### config.mk
export PLATFORM = sky130hd
export DESIGN_NAME = vga_timing_controller
export DESIGN_NICKNAME = d
export VERILOG_FILES = /design/src/rtl/vga_timing_controller.sv
export SDC_FILE = /design/constraint.sdc
export NUM_CORES = 1
export LEC_CHECK = 0
export ABC_AREA = 1
export ABC_CLOCK_PERIOD_IN_PS = 2550
export BUFFER_PORTS_ARGS = -buffer_cell sky130_fd_sc_hd__buf_4
export CORE_UTILIZATION = 55
export CTS_CLUSTER_SIZE = 12
export DETAILED_ROUTE_END_ITERATION = 12
export GPL_TIMING_DRIVEN = 0
export HOLD_SLACK_MARGIN = 0.1
export PLACE_DENSITY_LB_ADDON = 0.12
export SETUP_SLACK_MARGIN = 0.2
export SLEW_MARGIN = 20
export SYNTH_ARGS = -nofsm -noshare
export SYNTH_HDL_FRONTEND = slang
export SYNTH_SLANG_ARGS = --single-unit
### constraint.sdc
create_clock -name CLK100MHZ -period 2.55 [get_ports CLK100MHZ]
set_input_delay 0.255 -clock CLK100MHZ [delete_from_list [all_inputs] [get_ports CLK100MHZ]]
set_output_delay 0.255 -clock CLK100MHZ [all_outputs]
set_load 0.01 [all_outputs]
### src/rtl/vga_timing_controller.sv
// vga_timing_controller
//   640x480@60Hz VGA scan sequencer running from the 100 MHz board clock.
//   A one-cycle pixel enable (divide-by-DIV) steps the horizontal/vertical
//   counters. All scan outputs are registered and change in the same cycle as
//   x/y. A req/ack window opens once per frame at the start of vertical
//   blanking. If the window is still open at the next frame start, it is
//   reported as an overrun.
//   Optional feature macro: TEST_PATTERN_EN (8 vertical colour bars on rgb).
// Ports
//   CLK100MHZ   : system clock (sole clock)
//   reset       : synchronous, active-high reset
//   pix_tick    : one-cycle pixel enable, every DIV cycles
//   hsync/vsync : sync outputs, active level SYNC_POL
//   video_on    : high inside the visible area
//   x, y        : current scan position
//   line_start  : pulse when x becomes 0
//   frame_start : pulse when (x,y) becomes (0,0)
//   frame_req   : update window open
//   update_ack  : game logic finished its per-frame update
//   overrun     : pulse when the window closes without an ack
//   overrun_cnt : saturating overrun count
//   rgb         : test pattern colour (0 unless TEST_PATTERN_EN)
module vga_timing_controller #(
  parameter int unsigned DIV       = 4,
  parameter int unsigned H_VISIBLE = 640,
  parameter int unsigned H_FP      = 16,
  parameter int unsigned H_SYNC    = 96,
  parameter int unsigned H_BP      = 48,
  parameter int unsigned V_VISIBLE = 480,
  parameter int unsigned V_FP      = 10,
  parameter int unsigned V_SYNC    = 2,
  parameter int unsigned V_BP      = 33,
  parameter bit          SYNC_POL  = 1'b0
) (
  input  logic        CLK100MHZ,
  input  logic        reset,
  output logic        pix_tick,
  output logic        hsync,
  output logic        vsync,
  output logic        video_on,
  output logic [9:0]  x,
  output logic [9:0]  y,
  output logic        line_start,
  output logic        frame_start,
  output logic        frame_req,
  input  logic        update_ack,
  output logic        overrun,
  output logic [7:0]  overrun_cnt,
  output logic [11:0] rgb
);

  localparam int unsigned H_TOTAL  = H_VISIBLE + H_FP + H_SYNC + H_BP;
  localparam int unsigned V_TOTAL  = V_VISIBLE + V_FP + V_SYNC + V_BP;
  localparam int unsigned CNT_W    = 10;
  localparam int unsigned DIV_W    = (DIV > 2) ? $clog2(DIV) : 1;
  localparam int unsigned HS_START = H_VISIBLE + H_FP;
  localparam int unsigned HS_END   = HS_START + H_SYNC;
  localparam int unsigned VS_START = V_VISIBLE + V_FP;
  localparam int unsigned VS_END   = VS_START + V_SYNC;

  typedef enum logic {WIN_IDLE = 1'b0, WIN_OPEN = 1'b1} win_state_t;

  logic [DIV_W-1:0] div_cnt;
  logic             adv;
  logic [CNT_W-1:0] x_nxt;
  logic [CNT_W-1:0] y_nxt;
  logic             hs_act;
  logic             vs_act;
  logic             vis;
  logic             at_frame;
  logic             at_vblank;
  win_state_t       state;
  win_state_t       state_next;
  logic             overrun_set;

  // Counters and registered outputs step on the edge that moves div_cnt to
  // DIV-1, so pix_tick and the new position appear in the same cycle.
  assign adv = (div_cnt == DIV_W'(DIV - 2));

  // Pixel divider: 0..DIV-1
  always_ff @(posedge CLK100MHZ) begin
    if (reset) begin
      div_cnt <= '0;
    end else if (div_cnt == DIV_W'(DIV - 1)) begin
      div_cnt <= '0;
    end else begin
      div_cnt <= div_cnt + DIV_W'(1);
    end
  end

  // Next scan position
  always_comb begin
    x_nxt = x + CNT_W'(1);
    y_nxt = y;
    if (x == CNT_W'(H_TOTAL - 1)) begin
      x_nxt = '0;
      y_nxt = (y == CNT_W'(V_TOTAL - 1)) ? '0 : y + CNT_W'(1);
    end
  end

  assign hs_act    = (x_nxt >= CNT_W'(HS_START)) && (x_nxt < CNT_W'(HS_END));
  assign vs_act    = (y_nxt >= CNT_W'(VS_START)) && (y_nxt < CNT_W'(VS_END));
  assign vis       = (x_nxt < CNT_W'(H_VISIBLE)) && (y_nxt < CNT_W'(V_VISIBLE));
  assign at_frame  = adv && (x_nxt == '0) && (y_nxt == '0);
  assign at_vblank = adv && (x_nxt == '0) && (y_nxt == CNT_W'(V_VISIBLE));

  // Scan counters and decoded timing outputs
  always_ff @(posedge CLK100MHZ) begin
    if (reset) begin
      x           <= CNT_W'(H_TOTAL - 1);
      y           <= CNT_W'(V_TOTAL - 1);
      pix_tick    <= 1'b0;
      hsync       <= ~SYNC_POL;
      vsync       <= ~SYNC_POL;
      video_on    <= 1'b0;
      line_start  <= 1'b0;
      frame_start <= 1'b0;
    end else begin
      pix_tick    <= adv;
      line_start  <= 1'b0;
      frame_start <= 1'b0;
      if (adv) begin
        x           <= x_nxt;
        y           <= y_nxt;
        hsync       <= hs_act ? SYNC_POL : ~SYNC_POL;
        vsync       <= vs_act ? SYNC_POL : ~SYNC_POL;
        video_on    <= vis;
        line_start  <= (x_nxt == '0);
        frame_start <= at_frame;
      end
    end
  end

  // Update window state register
  always_ff @(posedge CLK100MHZ) begin
    if (reset) begin
      state <= WIN_IDLE;
    end else begin
      state <= state_next;
    end
  end

  // Window next state; an ack in the frame-wrap cycle closes cleanly
  always_comb begin
    state_next  = state;
    overrun_set = 1'b0;
    case (state)
      WIN_IDLE: begin
        if (at_vblank) begin
          state_next = WIN_OPEN;
        end
      end
      WIN_OPEN: begin
        if (update_ack) begin
          state_next = WIN_IDLE;
        end else if (at_frame) begin
          state_next  = WIN_IDLE;
          overrun_set = 1'b1;
        end
      end
      default: state_next = WIN_IDLE;
    endcase
  end

  // Window outputs and saturating overrun counter
  always_ff @(posedge CLK100MHZ) begin
    if (reset) begin
      frame_req   <= 1'b0;
      overrun     <= 1'b0;
      overrun_cnt <= '0;
    end else begin
      frame_req <= (state_next == WIN_OPEN);
      overrun   <= overrun_set;
      if (overrun_set && (overrun_cnt != 8'hFF)) begin
        overrun_cnt <= overrun_cnt + 8'd1;
      end
    end
  end

`ifdef TEST_PATTERN_EN
  localparam int unsigned BAR_W = 80;

  logic [2:0]  bar;
  logic [11:0] bar_rgb;

  assign bar = 3'(x_nxt / CNT_W'(BAR_W));

  // Bar colours, left to right
  always_comb begin
    bar_rgb = 12'h000;
    case (bar)
      3'd0:    bar_rgb = 12'hFFF;
      3'd1:    bar_rgb = 12'hFF0;
      3'd2:    bar_rgb = 12'h0FF;
      3'd3:    bar_rgb = 12'h0F0;
      3'd4:    bar_rgb = 12'hF0F;
      3'd5:    bar_rgb = 12'hF00;
      3'd6:    bar_rgb = 12'h00F;
      default: bar_rgb = 12'h000;
    endcase
  end

  // Colour register, blank outside the visible area
  always_ff @(posedge CLK100MHZ) begin
    if (reset) begin
      rgb <= 12'h000;
    end else if (adv) begin
      rgb <= vis ? bar_rgb : 12'h000;
    end
  end
`else
  assign rgb = 12'h000;
`endif

endmodule

==> metrics.md <==
| Metric | Value |
|---|---|
| Outcome | complete, no violations |
| Hold-critical path depth | 2 |
| Max Slew Vio Count | 0 |
| Pwr Total | 2270 uW |
| RSZ-0062 raised after global routing | yes |
| Total CTS buffers | 5 |
| Yosys reg bits | 38 |
| HPWL after DPL | 4330 um |
| Layout area overhead | 34.8% |
| Largest cells by area after synthesis | dfxtp_1 32%, nand2_1 16%, inv_1 9.1%, nand3_1 7.5%, nor2_1 5.3% |
| Total GRT Usage | 30.2% |
| WHS Endpoint | pix_tick$_SDFF_PP0_ |
| GPL Wtd Cong | 0.881 |
| Leakage | 0.00164 uW |
| Mapped Area | 2390 um^2 |
| Pwr Density | 706 nW/um^2 |
| I/O Pins | 51 |
| Endpoints failing setup | 0 |
| Max Cap Viol | 0 |
| DR vias/cell | 5.43 |
| Leading area contributor after synthesis | dfxtp_1 |
| Clock skew | 2.68 ps |
| Delay of the slowest critical-path stage | 380 ps |
| Synthesized area per cell | 6.27 um^2 |
| Htree depth | 2 |
| Reg-to-reg setup timing slack | 270 ps |
| Die Wd | 67.9 um |
| Die Area | 4610 um^2 |
| Pin slew with the least headroom to its limit | 530 ps |
| Crit path cell chain | ha_4, nand3_2, nor2_4, nand2_4, nand2_1, nand2_1, nor2_2, nand3_2, nor2_4, nand2_2, nor2_4, buf_6, nand4_1, nand2_1, nor2_1 |
| DRT Pass-1 Iters | 6 |
| Clock net sink count | 38 |
| Initial antenna violation count | 0 |
| Critical Path Sink Type | flop |
| Critical-path maximum fanout | 8 |
| Row count | 23 |
| Final #Nets | 469 |
| Share of cells above drive strength 1 | 26.5% |
| WL final | 6840 um |
| R2R cell count | 15 |
| Top cell type's share of synthesized area | 31.9% |
| Distinct cell type count after synthesis | 27 |
| Final period util | 89.3% |
| Hold path start | reset |
| Async SR Flop Fraction | 0% |
| Reg2reg start | x[1]$_SDFFE_PP1P_ |
| Final ANT Viol Nets | 0 |
| Clock transition at the registers of the reported paths | 80 ps |
| DRC violations left | 0 |
| Final hold vios | 0 |
| Die Y | 67.9 um |
| CTS tree | yes |
| Count of hold-fix buffers inserted at cts | 0 |
| Global-route wire length before repair | 10400 um |
| FMAX | 439 MHz |
| Crit path required time | 2740 ps |
| Worst Path Arrival | 2470 ps |
| Port bufs | 38 |
| Core Footprint | 4090 um^2 |
| Synth Flop Type | dfxtp_1 |
| Post-synthesis cell count | 381 |
| Total grt overflow | 0 |
| Headroom to the max-slew limit | 64.7% |
| Hold Crit Class | in2reg |
| Final worst path period need | 2280 ps |
| Dpl cell area | 2780 um^2 |
| VDD IR-drop max | 0.593 mV |
| Post-synth EDFFs | 0 |
| DR WL/cell | 13.4 um |
| Sequential area share after synthesis | 31.9% |
| Slowest CP cell | dfxtp_4 |
| Via count | 2767 |
| Initial Util | 58.4% |
| Vias in the first global route | 2358 |
| Most frequent cell after synthesis | nand2_1 |
| Family with the most delay on the worst path | simple AND/OR/NAND/NOR gates |
| Worst flop-to-flop path endpoint | overrun_cnt[5]$_SDFFE_PP0P_ |
| 1st-iter DRT viols | 308 |
| Synth warn | 0 |
| Largest buffer count on any clock path | 2 |
| Commonest cells in the synthesized netlist | 102 x nand2_1, 58 x inv_1, 38 x dfxtp_1 |
| Antenna diodes | 0 |
| CTS root buffer | clkbuf_8 |
| Clock Latency Late Sink | 300 ps |
| Largest net degree at the start of global routing | 13 |
| Design area | 3220 um^2 |
| Buf/Inv on CP | 1 |
| Setup CP Type | reg2reg |
| Critical Path Start Type | flop |
[final cells by class]
type | count | area (um^2)
clock inverter | 2 | 60.1
tap | 50 | 62.6
timing repair buffer | 60 | 454
clock buffer | 6 | 82.6
multi-input combinational | 270 | 1400
sequential | 38 | 773
inverter | 61 | 229
buffer | 23 | 154
fill | 287 | 868
[layout by cell type, fill, tap and decap left out]
cell,count
nor3_2,1
nand4_4,1
nor2_1,26
a211oi_1,1
dfxtp_4,2
clkbuf_8,6
ha_4,1
nor2_2,8
nand2_1,98
dfxtp_1,32
nand3_2,9
ha_1,6
inv_2,2
xnor2_1,2
buf_4,71
o31ai_1,1
a21oi_1,19
bufinv_16,2
o21ai_1,1
dfxtp_2,4
nand2_4,1
nor2_4,5
clkinv_1,1
nor4_1,1
conb_1,12
clkbuf_1,8
buf_6,4
o21ai_0,19
nor3_1,9
nand2_2,5
o211ai_1,3
nand4_1,12
nand3_1,29
inv_1,58
[flip-flops by register name, indices dropped and copies added, names as in the netlist]
register / flops
x: 10
y: 10
overrun_cnt: 8
div_cnt: 2
frame_req: 1
frame_start: 1
hsync: 1
line_start: 1
overrun: 1
pix_tick: 1
video_on: 1
vsync: 1
[cell families after synthesis]
| family | Yosys count | share of synthesized area, % |
|---|---|---|
| buf+inv | 84 | 15.8 |
| flops | 38 | 31.9 |
| fa+ha+maj | 7 | 3.67 |
| other cells | 1 | 0.157 |
| simple gates | 205 | 38.1 |
| xor+xnor | 2 | 0.734 |
| compound gates | 44 | 9.75 |
[report_power, final]
group          leakage, uW  internal (uW)  switching [uW]  total (uW)
logic              0.00126            377             536         913
clock network    0.0000714            418             235         652
registers         0.000310            643            64.8         707
total              0.00164           1440             835        2270
[stage by stage]
stage / cells / setup TNS [ps] / setup WS (ps) / hold slack [ps] / utilization, %
after floorplan: 392 / 0 / 335 / 339 / -
after global placement: 480 / -411 / -62.7 / 442 / 67.9
after detailed placement: 480 / -488 / -88.7 / 460 / 67.9
after CTS: 498 / 0 / 222 / 144 / 73.9
after global routing: 510 / 0 / 134 / 155 / 78.8
final: 510 / 0 / 272 / 150 / 78.8
[worst max path at each step]
stage / startpoint / endpoint / slack [ps] / depth (start not counted)
floorplan: x[0]$_SDFFE_PP1P_ / overrun_cnt[2]$_SDFFE_PP0P_ / 330 / 14
global placement: x[0]$_SDFFE_PP1P_ / overrun_cnt[2]$_SDFFE_PP0P_ / -60 / 15
detailed placement: x[0]$_SDFFE_PP1P_ / overrun_cnt[6]$_SDFFE_PP0P_ / -90 / 16
CTS: x[1]$_SDFFE_PP1P_ / overrun_cnt[6]$_SDFFE_PP0P_ / 220 / 16
global route: x[1]$_SDFFE_PP1P_ / overrun_cnt[6]$_SDFFE_PP0P_ / 130 / 15
finish: x[1]$_SDFFE_PP1P_ / overrun_cnt[5]$_SDFFE_PP0P_ / 270 / 15
[metal layers]
layer  track usage (%)  share of wire, %
met3              6.33               8.0
met2              48.0                47
met1              38.4                41
met4              15.4               3.5
met5                 0                 0
[repair_timing]
action                                  in CTS  in global routing
cloned                                       0                  1
resized for setup                            9                 32
setup buffers                               10                 11
hold endpoints to repair                     0                  0
endpoints found under the setup margin      10                 10
pin swaps                                    4                 15
No activity file was read; power rests on OpenSTA's default activity.
